### config.mk
export PLATFORM = sky130hd
export DESIGN_NAME = rx_fifo
export DESIGN_NICKNAME = d
export VERILOG_FILES = /design/src/rtl/rx_fifo.sv
export SDC_FILE = /design/constraint.sdc
export NUM_CORES = 1
export LEC_CHECK = 0
export CORE_UTILIZATION = 50
export DETAILED_ROUTE_END_ITERATION = 16
export PLACE_DENSITY = 0.77
export SYNTH_ARGS = -nofsm -noshare
export SYNTH_HDL_FRONTEND = slang
export SYNTH_SLANG_ARGS = --single-unit
### constraint.sdc
create_clock -name clk_i -period 6.2 [get_ports clk_i]
set_input_delay 1.24 -clock clk_i [delete_from_list [all_inputs] [get_ports clk_i]]
set_output_delay 1.24 -clock clk_i [all_outputs]
set_load 0.03 [all_outputs]
### src/rtl/rx_fifo.sv
// rx_fifo: synchronous first-word-fall-through receive FIFO.
// It buffers bytes from rx_engine until the bus side pops them. It reports
// the fill level, full/empty, a programmable threshold flag, and sticky
// overrun/underflow flags. There is no back-pressure toward the writer,
// so a write that arrives while the FIFO is full is dropped and flagged.
module rx_fifo #(
    parameter int WIDTH = 8,
    parameter int DEPTH = 16,
    localparam int CW = $clog2(DEPTH) + 1
) (
    input  logic             clk_i,
    input  logic             reset_i,
    input  logic [WIDTH-1:0] wr_data_i,
    input  logic             wen_i,
    input  logic             ren_i,
    output logic [WIDTH-1:0] rd_data_o,
    output logic             empty_o,
    output logic             full_o,
    output logic [CW-1:0]    count_o,
    input  logic [CW-1:0]    thresh_i,
    output logic             thresh_hit_o,
    input  logic             flush_i,
    output logic             overrun_o,
    output logic             underflow_o,
    input  logic             err_clr_i
);

    localparam int AW = $clog2(DEPTH);
    localparam logic [CW-1:0] DEPTH_C = CW'(DEPTH);

    // Storage (not reset) plus read/write pointers that wrap at DEPTH
    logic [WIDTH-1:0] mem_q [DEPTH];
    logic [AW-1:0]    wr_ptr_q, wr_ptr_d;
    logic [AW-1:0]    rd_ptr_q, rd_ptr_d;
    logic [CW-1:0]    count_q, count_d;
    logic             overrun_q, overrun_d;
    logic             underflow_q, underflow_d;

    // Handshake qualifiers for this cycle
    logic wr_accept;
    logic pop_accept;
    logic ovr_set;
    logic udf_set;

    // Status is decoded from the registered count, so it is glitch-free
    assign empty_o      = (count_q == '0);
    assign full_o       = (count_q == DEPTH_C);
    assign count_o      = count_q;
    assign thresh_hit_o = (thresh_i != '0) && (count_q >= thresh_i);
    assign overrun_o    = overrun_q;
    assign underflow_o  = underflow_q;

    // The head of the queue is driven directly from the array (fall-through)
    assign rd_data_o = mem_q[rd_ptr_q];

    // Decide which strobes are honoured. Flush masks everything. A write
    // while full is still allowed when a pop frees the slot in the same
    // cycle. A pop while empty is never allowed, even if a write lands in
    // that same cycle.
    always_comb begin
        wr_accept  = 1'b0;
        pop_accept = 1'b0;
        ovr_set    = 1'b0;
        udf_set    = 1'b0;
        if (!flush_i) begin
            wr_accept  = wen_i && (!full_o || ren_i);
            pop_accept = ren_i && !empty_o;
            ovr_set    = wen_i && full_o && !ren_i;
            udf_set    = ren_i && empty_o;
        end
    end

    // Next-state for pointers, count and sticky error flags
    always_comb begin
        wr_ptr_d    = wr_ptr_q;
        rd_ptr_d    = rd_ptr_q;
        count_d     = count_q;
        overrun_d   = overrun_q;
        underflow_d = underflow_q;

        if (flush_i) begin
            wr_ptr_d = '0;
            rd_ptr_d = '0;
            count_d  = '0;
        end else begin
            if (wr_accept) begin
                wr_ptr_d = wr_ptr_q + AW'(1);
            end
            if (pop_accept) begin
                rd_ptr_d = rd_ptr_q + AW'(1);
            end
            case ({wr_accept, pop_accept})
                2'b10:   count_d = count_q + CW'(1);
                2'b01:   count_d = count_q - CW'(1);
                default: count_d = count_q;
            endcase
        end

        // A new error event in this cycle wins over a clear request
        if (ovr_set) begin
            overrun_d = 1'b1;
        end else if (err_clr_i) begin
            overrun_d = 1'b0;
        end

        if (udf_set) begin
            underflow_d = 1'b1;
        end else if (err_clr_i) begin
            underflow_d = 1'b0;
        end
    end

    // Control state register; reset has priority over everything
    always_ff @(posedge clk_i) begin
        if (reset_i) begin
            wr_ptr_q    <= '0;
            rd_ptr_q    <= '0;
            count_q     <= '0;
            overrun_q   <= 1'b0;
            underflow_q <= 1'b0;
        end else begin
            wr_ptr_q    <= wr_ptr_d;
            rd_ptr_q    <= rd_ptr_d;
            count_q     <= count_d;
            overrun_q   <= overrun_d;
            underflow_q <= underflow_d;
        end
    end

    // Data array write. Contents are not cleared by reset or flush, because
    // the pointers alone define what is valid.
    always_ff @(posedge clk_i) begin
        if (!reset_i && wr_accept) begin
            mem_q[wr_ptr_q] <= wr_data_i;
        end
    end

endmodule

# Yosys cells after proc, flatten, opt, wreduce, memory -nomap -nowiden
# Memories as Yosys holds them, arrays and structs flattened. A register that Yosys moved wholly into a read port is not among the register bits.
# Index checks and enable logic that the tools add are counted.
# Widths: inputs -> output; s select.
# op_classes
n_addsub	4
mul	0
div	0
order_cmp	1
n_eq_ne	3
shift	0
n_mux	12
bitwise	0
reduce_logical	18
# ops
operator	n
$pmux 5 s2	1
$mux 1	9
$add 4x1->4 const B	2
$mux 4	2
$logic_and 1x1->1	7
$reduce_bool 2->1	3
$add 5x1->5 const B	1
$eq 5x5->1 const B	1
$ge 5x5->1	1
$logic_not 5->1	1
$reduce_bool 5->1	1
$sub 5x1->5 const B	1
$logic_not 1->1	4
$eq 2x1->1 const B	1
$eq 2x2->1 const B	1
$reduce_or 2->1	1
$logic_or 1x1->1	1
# totals
reg_bits	15
latchBits	0
mem_bits_rw	128
romBits	0
in_bits	19
memories	1
# memory_table
name	depth	word_bits	read_ports	rd_clocked_by_memory_dff	wr	line_no	source
mem_q	16	8	1	1	1	32	logic [WIDTH-1:0] mem_q [DEPTH];

# Longest topological paths before layout
# depth
depth_word	8
ltp_mapped	11
depth_no_buf	10

# Worst setup path after synthesis
# Ideal clock, no wire load.
# synth_path
kind	input-to-output
from	input port thresh_i[0]
to	output port thresh_hit_o
arrival_time_ps	2243
required_time_ps	4960
path_slack_ps	2717
stages	5
n_path_buf	0
cell_sequence	ha_1 > nand2b_1 > a211o_1 > o211ai_1 > a21oi_1
# synth_between
elab_chain_cells	2
# synth_rtl
element	line_no	source
start: declaration	20	input logic [CW-1:0] thresh_i,
$ge 5x5->1 or $reduce_bool 5->1 (tied branches)	49	assign thresh_hit_o = (thresh_i != '0) && (count_q >= thresh_i);
$logic_and 1x1->1 (*)	49	
end: declaration	21	output logic thresh_hit_o,
# Mark *: on every way between the ends. The rest lies on a longest branch, timed or not.

# Worst setup path in the final report
# Ends and elaborated chain as after synthesis.

==> results by group <==
Outcome
  – Status: complete, but fails checks
  – Failing checks: design-rule violations

Floorplan
  – # rows: 39
  – Initial Util: 51.9%
  – Die Wd: about 110 um
  – Core Area: 11500 um2
  – Die height: 111 um
  – I/O pin count: 37
  – Die area: 12400 um2

Place
  – Placed cells: 508
  – GPL Wtd Cong: 0.736
  – I/O Buffers: 36
  – Detail Placement HPWL: 7.31 mm

Synthesis
  – Synth area leader: edfxtp_1
  – EDFF count, synth: 128
  – Post-synth top area share: 64.3%
  – Synth Area per Inst: between 15 and 20 um2
  – Mapped cell area: between 5000 and 6000 um2
  – Ranking of synthesized cells by area: edfxtp_1 64%, mux4_2 12%, dfxtp_1 6.4%
  – Cell with the most instances after synthesis: edfxtp_1
  – Synth async-reset ratio: 0%
  – Syn nets: about 380
  – Most used DFF post-synth: edfxtp_1
  – Ys Warns: 0
  – Synthesized flop and latch total: 147
  – Top cells by count, synth: 128 x edfxtp_1, 38 x nor2_1, 32 x mux4_2
  – Yosys cell types: 39
  – Cells after Synth: 341
  – Post-synthesis sequential area ratio: just over 70%

Pwr
  – Max IR drop VDD: 0.185 mV
  – P_leak: 2.32 nW
  – Pwr dens: around 310 nW/um2

Finish
  – P&R area growth vs syn: 18.5%
  – Fin nets: 418
  – Register area: 4230 um2
  – Fill cell count: roughly 830
  – Layout cells sized above 1: 19.1%
  – Non-filler cells, final: 540
  – Area of the multi-input gates: 1660 um2
  – # diodes: 0

Clock network
  – CTS Sinks: 147
  – Clk root buf: clkbuf_16
  – Clock Path Buffers: 2
  – Clock Latency Late Sink: around 0.42 ns
  – Post_cts resized: 0
  – Postcts setup bufs: 0
  – H-Tree Level Count: 4
  – Worst-path clk slew: approximately 0.06 ns
  – Hold buffer count at CTS: 0
  – CTS tree: built
  – Total CTS buffers: 17

Min path
  – Hold WC Path Type: flop to flop

Drt
  – Routed via count: 3167
  – DRT iter0 DRCs: 217
  – Routed WL: 11.4 mm
  – Routed Antenna Nets: 0
  – Post-DR wirelength/cell: between 20 and 25 um
  – TritonRoute pass-1 iters: 10
  – DR DRC count: 4
  – Mean number of vias per cell: 5.86

Global routing
  – First-pass GRT wire length: 17.8 mm
  – Met2 Usage GRT: between 30% and 40%
  – GR peak layer: met2
  – GRT Total Usage: 19.7%
  – Initial antenna violation count: 0
  – Largest net degree at the start of global routing: 33
  – Global route total overflow: 0
  – Met3 Track Usage GR: ~6.5%
  – Number of global-route vias before repair: between 3000 and 4000
  – Routing usage on met1: 24.4%

Timing
  – Final hold vios: 0
  – Min Tclk post-route: 4.43 ns
  – Final setup violation count: 0
  – Unrepaired setup endpoints after global routing: no
  – Pins over their slew limit: 0
  – Tcrit/Tclk final: 71.4%
  – Slew Limit Headroom: 38.5%
  – Worst-margin pin slew: roughly 0.92 ns
  – Clk_skew: slightly below 0.007 ns
  – Hold_ws: 0.487 ns
  – Fin Setup TNS: 0 ns
  – Fmax: 0.226 GHz

Setup path
  – CP startpoint kind: input port
  – CP Capture Type: output port
  – CP Class: input port to output port
  – CP required: 4.96 ns
  – Crit path DAT: 3.19 ns
  – CP max FO: 2

Run
  – Total of max-cap violations: 0
[state kept, by name, indices dropped and copies added, names as in the netlist, named ones only]
signal	flops
overrun_o	1
mem_q	128
underflow_o	1
count_o	5
wr_ptr_q	4
rd_ptr_q	4
[kinds of logic (layout without fill, tap and decap cells)]
family	after synthesis	in the layout	synth area share, %
XOR/XNOR	6	6	0.878
multiplexers	35	35	12.5
AND/OR/NAND/NOR	80	80	6.53
adder cells (fa/ha/maj)	15	15	3.26
buffers and inverters	23	79	1.57
AO/OA/AOI/OAI	35	35	4.60
flip-flops	147	147	70.6
[metrics by stage]
step                total power [mW]  utilization (%)  setup slack, ns  instance area (um2)
floorplan                       1.13                -             2.72                 5980
global placement                1.17             56.2             1.86                 6470
detailed placement              1.17             56.2             1.78                 6470
CTS                             2.21             61.5             1.72                 7090
global route                    2.25             61.5             1.58                 7090
finish                          2.20             61.5             1.77                 7090
[layout make-up]
type                       instances  area share (%)
sequential                       147            59.6
multi-input combinational        171            23.5
clock buffer                      17            6.00
timing repair buffer              37            5.19
clock inverter                    15            2.63
tap                              143            2.52
inverter                          10           0.530
[metal layers]
layer / wire length, um / up-vias
met4: 118 / 0
met2: 5830 / 109
li1: - / 1442
met5: 0 / -
met3: 630 / 15
met1: 4860 / 1601
[placed cells by master (no fill, tap or decap), types with 2 or more instances in the layout]
cell	n
mux4_2	32
ha_1	14
dfxtp_2	2
mux2i_1	3
nand2b_1	4
clkdlybuf4s50_1	36
inv_8	6
or4_1	4
a21oi_1	8
nor2_1	38
xor2_1	5
clkinvlp_4	2
edfxtp_1	128
inv_1	10
nand2_1	13
dfxtp_1	17
a22oi_1	16
or3_1	2
bufinv_16	2
o211ai_1	3
clkbuf_16	17
nand3_1	8
inv_6	4
nand3b_1	2
nor2b_1	2
[worst max-delay path, stage by stage]
cell,delay (ns)
clkdlybuf4s50_1,0.49
ha_1,0.23
nand2b_1,0.15
a211o_1,0.31
o211ai_1,0.09
a21oi_1,0.09
clkdlybuf4s50_1,0.59
[worst paths after layout]
check	to	depth (start not counted)	from	slack (ns)
worst min register to register	overrun_o$_SDFFE_PP0P_	2	overrun_o$_SDFFE_PP0P_	0.49
worst min-delay path	overrun_o$_SDFFE_PP0P_	2	overrun_o$_SDFFE_PP0P_	0.49
worst max-delay path	thresh_hit_o	7	thresh_i[0]	1.77
worst max register to register	count_o[4]$_SDFFE_PP0P_	9	count_o[0]$_SDFFE_PP0P_	3.09
[power by group]
part / switching, mW / leakage [nW] / internal, mW / total [mW]
Combinational: 0.0393 / 0.716 / 0.0280 / 0.0673
Clock: 0.439 / 0.297 / 0.614 / 1.05
Sequential: 0.00281 / 1.31 / 1.08 / 1.08
No activity file was read; power rests on OpenSTA's default activity.
